`src/rtl/iomem_arbiter.sv`:
```
// Round-robin arbiter sharing one PicoRV32-style iomem slave between two masters.
// A per-transaction timeout completes a stalled access with ERR_DATA.
//
// state | meaning
// IDLE  | no owner; arbitrate between pending requests
// BUSY0 | master 0 owns the slave port
// BUSY1 | master 1 owns the slave port
module iomem_arbiter #(
  parameter int unsigned TIMEOUT_CYCLES = 255,
  parameter logic [31:0] ERR_DATA       = 32'hDEAD_BEEF
) (
  input  logic        clk,
  input  logic        rst,
  input  logic        m0_valid,
  input  logic [3:0]  m0_wstrb,
  input  logic [31:0] m0_addr,
  input  logic [31:0] m0_wdata,
  output logic        m0_ready,
  output logic [31:0] m0_rdata,
  input  logic        m1_valid,
  input  logic [3:0]  m1_wstrb,
  input  logic [31:0] m1_addr,
  input  logic [31:0] m1_wdata,
  output logic        m1_ready,
  output logic [31:0] m1_rdata,
  output logic        s_valid,
  input  logic        s_ready,
  output logic [3:0]  s_wstrb,
  output logic [31:0] s_addr,
  output logic [31:0] s_wdata,
  input  logic [31:0] s_rdata,
  output logic [1:0]  grant,
  input  logic        tmo_clr,
  output logic        timeout_flag
);

  typedef enum logic [1:0] {IDLE = 2'd0, BUSY0 = 2'd1, BUSY1 = 2'd2} state_t;

  state_t      state, state_nxt;
  logic        rr, rr_nxt;
  logic [15:0] cnt, cnt_nxt;
  logic        tmo_set;

  logic busy, sel, act_valid, done, tmo_hit;

  assign busy      = (state == BUSY0) || (state == BUSY1);
  assign sel       = (state == BUSY1);
  assign act_valid = sel ? m1_valid : m0_valid;
  assign done      = busy && s_ready;
  // s_ready on the last allowed cycle counts as a normal completion.
  assign tmo_hit   = busy && act_valid && !s_ready && (cnt == 16'(TIMEOUT_CYCLES - 1));

  always_ff @(posedge clk) begin
    if (rst) begin
      state        <= IDLE;
      rr           <= 1'b0;
      cnt          <= 16'd0;
      timeout_flag <= 1'b0;
    end else begin
      state <= state_nxt;
      rr    <= rr_nxt;
      cnt   <= cnt_nxt;
      if (tmo_set)      timeout_flag <= 1'b1;
      else if (tmo_clr) timeout_flag <= 1'b0;
    end
  end

  always_comb begin
    state_nxt = state;
    rr_nxt    = rr;
    cnt_nxt   = cnt;
    tmo_set   = 1'b0;
    case (state)
      IDLE: begin
        cnt_nxt = 16'd0;
        if (m0_valid && m1_valid) state_nxt = rr ? BUSY1 : BUSY0;
        else if (m0_valid)        state_nxt = BUSY0;
        else if (m1_valid)        state_nxt = BUSY1;
      end
      BUSY0, BUSY1: begin
        if (done) begin
          state_nxt = IDLE;
          rr_nxt    = ~sel;
          cnt_nxt   = 16'd0;
        end else if (!act_valid) begin
          // Requester withdrew: abandon without a ready pulse or rotation.
          state_nxt = IDLE;
          cnt_nxt   = 16'd0;
        end else if (tmo_hit) begin
          state_nxt = IDLE;
          rr_nxt    = ~sel;
          cnt_nxt   = 16'd0;
          tmo_set   = 1'b1;
        end else begin
          cnt_nxt = cnt + 16'd1;
        end
      end
      default: state_nxt = IDLE;
    endcase
  end

  always_comb begin
    grant    = 2'b00;
    s_valid  = 1'b0;
    s_wstrb  = 4'd0;
    s_addr   = 32'd0;
    s_wdata  = 32'd0;
    m0_ready = 1'b0;
    m0_rdata = 32'd0;
    m1_ready = 1'b0;
    m1_rdata = 32'd0;
    if (busy) begin
      grant   = sel ? 2'b10 : 2'b01;
      s_valid = act_valid && !tmo_hit;
      s_wstrb = sel ? m1_wstrb : m0_wstrb;
      s_addr  = sel ? m1_addr  : m0_addr;
      s_wdata = sel ? m1_wdata : m0_wdata;
      if (sel) begin
        m1_ready = done || tmo_hit;
        m1_rdata = done ? s_rdata : (tmo_hit ? ERR_DATA : 32'd0);
      end else begin
        m0_ready = done || tmo_hit;
        m0_rdata = done ? s_rdata : (tmo_hit ? ERR_DATA : 32'd0);
      end
    end
  end

endmodule
```
`config.mk`:
```
export PLATFORM = sky130hd
export DESIGN_NAME = iomem_arbiter
export DESIGN_NICKNAME = d
export VERILOG_FILES = /design/src/rtl/iomem_arbiter.sv
export SDC_FILE = /design/constraint.sdc
export NUM_CORES = 1
export LEC_CHECK = 0
export ABC_CLOCK_PERIOD_IN_PS = 1800
export CORE_AREA = 3 3 120 122
export DETAILED_ROUTE_END_ITERATION = 8
export DIE_AREA = 0 0 123 125
export PLACE_DENSITY = 0.66
export SYNTH_ARGS = -nofsm -noshare
export SYNTH_HDL_FRONTEND = slang
export SYNTH_SLANG_ARGS = --single-unit
```
`constraint.sdc`:
```
create_clock -name clk -period 1.8 [get_ports clk]
set_input_delay 0.36 -clock clk [delete_from_list [all_inputs] [get_ports clk]]
set_output_delay 0.36 -clock clk [all_outputs]
set_load 0.005 [all_outputs]
```
* Word-level counts from Yosys, hierarchy flattened
Cells that the tools add are included.
Storage, ports and cells: logic and storage cells 70, register bits 20, output and inout bits 138, bits of input ports 174
Cells by class: reductions and logical operators 18, mux-type cells 41, eq/ne operators 5, add/subtract/negate cells 1, bitwise logic cells 1
Operators with widths (number):
- $mux W32 | 10
- $mux W16 | 3
- $pmux W16 S2 | 1
- $mux W2 | 9
- $add A16 B1 Y16 const B | 1
- $eq A16 B8 Y1 const B | 1
- $mux W1 | 15
- $mux W4 | 2
- $ne A4 B4 Y1 const B | 2
- $reduce_bool A2 Y1 | 4
- $logic_and A1 B1 Y1 | 6
- $pmux W2 S2 | 1
- $reduce_and A3 Y1 | 1
- $eq A2 B1 Y1 const B | 1
- $eq A2 B2 Y1 const B | 1
- $logic_not A1 Y1 | 2
- $logic_not A2 Y1 | 1
- $logic_or A1 B1 Y1 | 2
- $reduce_and A2 Y1 | 1
- $reduce_or A2 Y1 | 1
- $not A1 Y1 | 1

* Logic depth before layout (Yosys ltp)
Gate-level depths: netlist of run 1.
word-level depth 10, mapped depth 8, mapped depth without buffers 6

* Worst setup path after synthesis of run 1
OpenSTA, ideal clock, no wires.
kind reg-to-output, start register state[0], end output m0_rdata[10], arrival time 1.583 ns, path slack -0.143 ns, stages on the path, launching flop included 8, required time 1.440 ns, path buffers 3, path through dfxtp_1 -> inv_1 -> ha_1 -> clkbuf_1 -> nand2b_1 -> buf_1 -> clkbuf_1 -> a21oi_1
Between the ends: word-level cells in the longest chain between the ends 9
RTL lines:
- from (decl) | RTL line 39 | state_t state, state_nxt;
- from (signal assigned) | RTL line 60 | state <= state_nxt;
- $eq A2 B2 Y1 or $eq A2 B1 Y1 (tied branches) | RTL line 46, 47
- $mux W1 or $logic_or A1 B1 Y1 (tied branches) | RTL line 48, 46
- $logic_and A1 B1 Y1 (3 in a row) | RTL line 51 | assign tmo_hit = busy && act_valid && !s_ready && (cnt == 16'(TIMEOUT_CYCLES - 1));
- $mux W32 (2 in a row) | RTL line 123 | m0_rdata = done ? s_rdata : (tmo_hit ? ERR_DATA : 32'd0);
- $mux W32 | RTL line 118 | if (sel) begin
- $mux W32 (*) | RTL line 112 | if (busy) begin
- to (decl) | RTL line 19 | output logic [31:0] m0_rdata,
Mark *: on every way between the ends. The rest lies on a longest branch, timed or not.

* Worst setup path in the final report of run 1
start register state[1], end output m0_rdata[21]
Same word-level chain as after synthesis.

==> key figures, run 1 <==
Run status
  – Status: finished with violations
  – Failing checks: setup timing

Timing
  – Final Slew Violations: 0
  – Pin slew with the least headroom to its limit: 0.4463 ns
  – Final hold vios: 0
  – Worst hold slack: 0.4732 ns
  – Min Clock Period, post-route: 2.259 ns
  – Final WS setup: -0.4590 ns
  – Setup_tns: -44.60 ns
  – Finish-stage setup viols: 137
  – Max Clock Freq: 442.7 MHz
  – RSZ-0062 raised after global routing: yes
  – Max-slew headroom: 69.97%
  – Tcrit/Tclk final: 125.5%
  – Clock skew: 0.002916 ns

Final layout
  – Finished Layout Cells: 977
  – ANT cells: 0
  – Register area: 405.4 um2
  – Layout cells sized above 1: 46.57%
  – Layout net count: 983
  – Area Overhead vs Synth: 165.9%
  – Design area: 0.007730 mm2
  – Footprint of the multi-input gates: 0.002828 mm2
  – Core Util, Final: 58.14%
  – FILL cells: 1,140

Pwr
  – Internal: 2704 uW
  – Clock power share: 15.2%
  – Gate power share: 73.5%
  – Power per cell area: 532.5 mW/mm2
  – Pleak: 0.003289 uW
  – Sw frac: 34.29%
  – Sequential fraction of design power: 11.3%
  – Peak VDD IR: 423.9 uV
  – Net Switching: 1411 uW

CTS
  – Clock tree sinks: 20
  – Hold Buf Count CTS: 0
  – H-tree levels: 1
  – CTS max path bufs: 2
  – Clk Latency, worst-skew pair: 0.26 ns
  – Clock root buffer: clkbuf_16
  – Clock-pin slew on the worst setup and hold paths: 0.06 ns
  – CTS tree: built
  – Clock buffer count from CTS: 3

Synthesis
  – Area share of the largest cell type after synthesis: 24.11%
  – Seq cells post-synth: 20
  – Post-synth top cells: mux2i_1 (70), nor2b_1 (70), a21oi_1 (55), nand2_1 (32), dfxtp_1 (20)
  – Most common flop cell mapped by yosys: dfxtp_1
  – Post-synthesis sequential area ratio: 13.78%
  – Warnings from Yosys: 0
  – Mapped Nets: 578
  – Largest area contributor in the netlist: mux2i_1
  – Top post-synthesis cells by area: mux2i_1 (24%), nor2b_1 (15%), dfxtp_1 (14%)
  – Cells after Synth: 397
  – Average cell area after synthesis: 7.321 um2
  – Async SR Flop Fraction: 0%
  – Post-synthesis cell type count: 42
  – EDFF count, synth: 0
  – Synthesized cell area: 0.002907 mm2

Place
  – Placed cells: 910
  – GPL Wtd Cong: 0.9167
  – Post-detail-place hpwl: 13,810 um
  – Dpl cell area: 0.006685 mm2
  – Port Buf Inserts: 311

Global routing
  – Initial antenna violation count: 1
  – Global-route wire length before repair: 27,790 um
  – Total track usage: 23.32%
  – Remaining global-route overflow: 0
  – Vias in the first global route: 4,668
  – Largest net degree at the start of global routing: 32

Routing
  – Pre-antenna DRT Iters: 4
  – Via count: 4,493
  – Final wirelength: 19,150 um
  – Via density: 4.599
  – Remaining DRCs: 0
  – Antenna viol nets, final: 0
  – DR iter-0 viols: 158
  – Mean routed wirelength per cell: 19.60 um

Job
  – Max Cap Viol: 0

Die
  – Row count: 42
  – Die area: 0.01538 mm2
  – Core area: 0.01330 mm2
  – IO Count: 312
  – Initial Utilization: 21.86%
  – Die W: 123 um
  – Die Y: 125 um

Critical path
  – Crit-path max FO: 8
  – Crit path kind: flop to output pin
  – Crit end category: output pin
  – CP Data Arrival Time: 1.90 ns
  – WP data required: 1.44 ns
  – Startpoint types: flop

Min path
  – Hold Crit Class: flop to flop
[final timing paths]
| check | end | start | depth (start not counted) | slack, ns |
|---|---|---|---|---|
| max reg2reg | state[1]$_SDFFE_PP0P_ | state[1]$_SDFFE_PP0P_ | 8 | -0.11 |
| min reg2reg | timeout_flag$_SDFFE_PP0P_ | timeout_flag$_SDFFE_PP0P_ | 2 | 0.47 |
| max | m0_rdata[21] | state[1]$_SDFFE_PP0P_ | 9 | -0.46 |
| min | timeout_flag$_SDFFE_PP0P_ | timeout_flag$_SDFFE_PP0P_ | 2 | 0.47 |
[placed cells by master (no fill, tap or decap), types with 5 or more instances in the layout]
cell	instances
buf_16	8
nor2_1	18
buf_4	50
buf_2	107
a21oi_1	10
a21oi_2	44
nor3_1	5
nand2_2	8
and2_4	8
mux2i_1	59
mux2i_4	5
buf_6	54
nor2b_1	66
dfxtp_1	16
nand4_1	6
nand2_4	5
nand2_1	19
buf_12	19
dlygate4sd2_1	5
clkdlybuf4s50_1	174
mux2i_2	7
xor2_1	8
clkdlybuf4s15_2	7
and3_4	8
buf_8	10
[registers in the layout, indices dropped and copies added, names as in the netlist]
register      count
cnt              16
state             2
rr                1
timeout_flag      1
[worst max-delay path: stages (launching register included)]
cell     delay [ns]
dfxtp_2        0.34
buf_6          0.12
ha_4           0.17
mux2i_4        0.20
nor2_4         0.18
nand2_8        0.10
buf_6          0.15
buf_16         0.14
a21oi_2        0.13
buf_2          0.12
[power groups by stage]
stage               combinational [uW]  sequential [uW]  clock [uW]
floorplan                          901              473           0
global placement                  2300              471           0
detailed placement                2320              471           0
CTS                               2900              464         628
global route                      3220              467         654
finish                            3030              466         624
[layer usage]
metal | up-vias | part of all wire, % | global-route usage [%]
met5 | - | 0.089 | 0
met4 | 2 | 1.4 | 3.974
met3 | 17 | 9.5 | 7.136
met2 | 187 | 51 | 42.52
met1 | 2094 | 38 | 26.88
li1 | 2193 | - | -
[logic make-up (layout without fill, tap and decap cells)]
family                   count (synthesis)  after routing  share of synthesized area, %
AO/OA/AOI/OAI                           62             62                         11.19
XOR/XNOR                                12             12                         3.616
adder cells (fa/ha/maj)                  7              7                         3.013
buffers and inverters                   41            445                         7.103
flip-flops                              20             20                         13.78
multiplexers                            73             73                         25.61
AND/OR/NAND/NOR                        182            182                         35.69
[per-stage QoR]
| stage | total power (uW) | worst slack [ns] |
|---|---|---|
| 3_5_place_dp | 2792 | -0.7557 |
| 2_1_floorplan | 1374 | -0.0002842 |
| 6_report | 4116 | -0.4590 |
| 5_1_grt | 4342 | -0.5364 |
| 3_3_place_gp | 2767 | -0.6920 |
| 4_1_cts | 3990 | -0.4646 |
[repair_timing]
item                                   in CTS  in global routing
endpoints found under the hold margin       0                  0
setup buffers                              46                 15
gates cloned                               13                  0
resized for setup                         657                 77
pin swaps                                  10                 24
setup endpoints to repair                 139                150
[area by class of cell]
class / instances / area share, %
sequential: 20 / 5.244
tap: 176 / 2.849
clock inverter: 1 / 0.3885
timing repair buffer: 435 / 53.64
clock buffer: 3 / 0.9712
multi-input combinational: 336 / 36.58
inverter: 6 / 0.3237
(Power assumes the default switching activity.)
==> run 2, diff against run 1 <==
--- a/config.mk
+++ b/config.mk
@@ -9,7 +9,9 @@
 export CORE_AREA = 3 3 120 122
 export DETAILED_ROUTE_END_ITERATION = 8
 export DIE_AREA = 0 0 123 125
+export HOLD_SLACK_MARGIN = 0.02
 export PLACE_DENSITY = 0.66
+export SETUP_SLACK_MARGIN = 0.5
 export SYNTH_ARGS = -nofsm -noshare
 export SYNTH_HDL_FRONTEND = slang
 export SYNTH_SLANG_ARGS = --single-unit
==> run 2 against run 1 <==
Against the previous run: the run still ends with setup timing left; power grew 8.9%; wire length grew 8.7%; utilization grew 5.8 points; combinational power grew 17%; final area grew 10%; worst hold slack gained 0.024 ns; first-iteration DRC count grew 16%; count of clock-buffer cells in the layout grew 1; die area is the same; clock power shrank 25%.
==> key figures, run 2 (synthesized netlist as in run 1, its figures left out) <==
Global routing
  – GR Util met1: 24.78% (was 26.88%)
  – Initial antenna violation count: 5 (was 1)
  – Most Used Layer, Global Route: met2 (unchanged)
  – Vias in the first global route: 4,666 (was 4,668)
  – GR Layer Usage met2: 41.14% (was 42.52%)
  – Remaining global-route overflow: 0 (unchanged)
  – Total track usage: 22.38% (was 23.32%)
  – Global-route wire length before repair: 27,020 um (was 27,790 um)
  – Met3 Use GR: 4.517% (was 7.136%)
  – Largest net degree at the start of global routing: 43 (was 32)

Final layout
  – Layout cells sized above 1: 56.40% (was 46.57%)
  – Register area: 406.6 um2 (was 405.4 um2)
  – Most flops, register: cnt (unchanged)
  – Most frequent cells in the layout: clkdlybuf4s50_1 (172), buf_2 (108), buf_6 (75) (was clkdlybuf4s50_1 (174), buf_2 (107), nor2b_1 (66))
  – Biggest regs: cnt: 16 flops, state: 2 flops (unchanged)
  – Finished Layout Cells: 1,008 (was 977)
  – Max FFs per register: 16 (unchanged)
  – Layout net count: 1,010 (was 983)
  – Commonest non-fill, non-tap cell in the layout: clkdlybuf4s50_1 (unchanged)
  – Footprint of the multi-input gates: 0.003209 mm2 (was 0.002828 mm2)
  – FILL cells: 1,108 (was 1,140)
  – Area Overhead vs Synth: 192.5% (was 165.9%)

Routing
  – Antenna viol nets, final: 0 (unchanged)
  – DR iter-0 viols: 184 (was 158)
  – Via density: 4.727 (was 4.599)
  – Final wirelength: 20,800 um (was 19,150 um)
  – Pre-antenna DRT Iters: 4 (unchanged)
  – Mean routed wirelength per cell: 20.64 um (was 19.60 um)
  – Via count: 4,765 (was 4,493)
  – Remaining DRCs: 0 (unchanged)

Run status
  – Failing checks: setup timing (unchanged)
  – Status: finished with violations (unchanged)

Critical path
  – CP Data Arrival Time: 1.87 ns (was 1.90 ns)
  – Worst reg-to-reg setup slack: -0.10 ns (was -0.11 ns)
  – Family with the most delay on the worst path: buffers and inverters (unchanged)
  – Reg-to-Reg Start: cnt[0]$_SDFFE_PP0P_ (was state[1]$_SDFFE_PP0P_)
  – Startpoint types: flop (unchanged)
  – CP cell instances: inv_4 -> ha_4 -> buf_4 -> buf_8 -> nand2_4 -> nor2_4 -> buf_6 -> buf_6 -> buf_6 -> and2_4 -> buf_6 (was buf_6 -> ha_4 -> mux2i_4 -> nor2_4 -> nand2_8 -> buf_6 -> buf_16 -> a21oi_2 -> buf_2)
  – Crit-path max FO: 5 (was 8)
  – Crit path kind: flop to output pin (unchanged)
  – Worst r2r dst: state[0]$_SDFFE_PP0P_ (was state[1]$_SDFFE_PP0P_)
  – Critical-path top delay cell: dfxtp_4 (was dfxtp_2)
  – CP peak stage delay: 0.38 ns (was 0.34 ns)
  – FF-to-FF path depth: 9 (was 8)
  – Crit end category: output pin (unchanged)
  – CP bufs+invs: 7 (was 4)
  – WP data required: 1.44 ns (about the same)
  – Crit path top cell by count: buf_6 (unchanged)

Place
  – Port Buf Inserts: 311 (unchanged)
  – Placed cells: 902 (was 910)
  – Post-detail-place hpwl: 14,240 um (was 13,810 um)
  – GPL Wtd Cong: 0.9257 (was 0.9167)

Timing
  – Tcrit/Tclk final: 124.0% (was 125.5%)
  – Max Clock Freq: 448.1 MHz (was 442.7 MHz)
  – Final WS setup: -0.4316 ns (was -0.4590 ns)
  – RSZ-0062 raised after global routing: yes (unchanged)
  – Final Slew Violations: 0 (unchanged)
  – Min Clock Period, post-route: 2.232 ns (was 2.259 ns)
  – Worst hold slack: 0.4967 ns (was 0.4732 ns)
  – Final hold vios: 0 (unchanged)
  – Max-slew headroom: 64.78% (was 69.97%)
  – Finish-stage setup viols: 138 (was 137)
  – Clock skew: 0.003710 ns (was 0.002916 ns)
  – Pin slew with the least headroom to its limit: 0.5275 ns (was 0.4463 ns)

CTS
  – Clock buffer count from CTS: 3 (unchanged)
  – Clock tree sinks: 20 (unchanged)
  – Clock root buffer: clkbuf_16 (unchanged)
  – CTS tree: built (unchanged)
  – Clock-pin slew on the worst setup and hold paths: 0.06 ns (about the same)
  – Clk Latency, worst-skew pair: 0.25 ns (was 0.26 ns)
  – Hold Buf Count CTS: 0 (unchanged)
  – H-tree levels: 1 (unchanged)
  – CTS max path bufs: 2 (unchanged)

Pwr
  – Power per cell area: 527.1 mW/mm2 (was 532.5 mW/mm2)
  – Net Switching: 1588 uW (was 1411 uW)
  – Sequential fraction of design power: 10.5% (was 11.3%)
  – Pleak: 0.003599 uW (was 0.003289 uW)
  – Clock power share: 10.4% (was 15.2%)
  – Peak VDD IR: 476.9 uV (was 423.9 uV)
  – Internal: 2893 uW (was 2704 uW)
  – Gate power share: 79.2% (was 73.5%)
  – Sw frac: 35.44% (was 34.29%)

Die
  – Initial Utilization: 21.86% (unchanged)
  – Die area: 0.01538 mm2 (unchanged)
  – Die W: 123 um (unchanged)
  – Core area: 0.01330 mm2 (unchanged)
  – Die Y: 125 um (unchanged)
  – Row count: 42 (unchanged)
  – IO Count: 312 (unchanged)

Min path
  – Hold EP: timeout_flag$_SDFFE_PP0P_ (unchanged)
  – Hold path depth: 2 (unchanged)
  – Hold_sp: timeout_flag$_SDFFE_PP0P_ (unchanged)
  – Hold Crit Class: flop to flop (unchanged)

Job
  – Max Cap Viol: 0 (unchanged)
## run 2: cell types whose count changed in the layout (fill, tap and decap cells not counted), moves of 10 or more
cell      before  now
nand2_1       19    9
buf_6         54   75
clkbuf_2       0   10
mux2i_1       59   44
nor2b_1       66   52
## run 2: worst reg2reg max path, stage by stage, from the launching register on
cell     delay (ns)
dfxtp_2        0.32
inv_2          0.06
ha_4           0.12
and4b_1        0.21
buf_4          0.11
buf_4          0.09
buf_4          0.09
nand4_2        0.17
a22o_4         0.31
mux2_4         0.30
## run 2: cell type report
class / count / share of cell area (%)
Antenna cell: 4 / 0.1178
Clock buffer: 4 / 0.9273
Inverter: 6 / 0.3238
Multi-Input combinational cell: 336 / 37.75
Sequential cell: 20 / 4.784
Tap cell: 176 / 2.591
Timing Repair Buffer: 462 / 53.50
## run 2: stage by stage
stage                      TNS [ns]  worst slack, ns  total power, uW  util (%)  instance area [um2]
after detailed placement     -63.94          -0.6888             2819     51.37                 6830
after global routing         -49.68          -0.5041             4678     63.94                 8501
after floorplan           -0.007290        -0.007290             1530         -                 3308
final                        -40.58          -0.4316             4481     63.94                 8501
after global placement       -62.16          -0.6938             2793     51.37                 6830
after CTS                    -41.91          -0.4745             3766     57.39                 7630
## run 2: per-layer routing
layer,wire length (um),up-vias
li1,-,2252
met1,7881,2281
met2,10660,181
met3,1450,49
met4,799,2
met5,17,-
## run 2: timing repair
action | CTS | global route
cloned | 10 | 12
pin swaps | 31 | 27
gates resized for setup | 590 | 209
setup buffers | 45 | 31
endpoints found under the setup margin | 158 | 157
## run 2: worst max-delay path by stage
stage,to,from,depth (start not counted),slack (ns)
6_report,m0_rdata[8],state[1]$_SDFFE_PP0P_,11,-0.43
5_1_grt,m0_rdata[8],state[1]$_SDFFE_PP0P_,11,-0.50
4_1_cts,m1_rdata[0],state[1]$_SDFFE_PP0P_,8,-0.47
3_5_place_dp,m0_rdata[9],m0_valid,7,-0.69
3_3_place_gp,m0_rdata[9],s_ready,6,-0.69
2_1_floorplan,m0_rdata[0],state[0]$_SDFFE_PP0P_,8,-0.007
## run 2: power by group through the flow
stage	logic, uW	registers (uW)	clock network, uW
floorplan	1050	479	0
global placement	2320	477	0
detailed placement	2340	478	0
CTS	2820	469	478
global route	3720	469	492
finish	3550	469	465
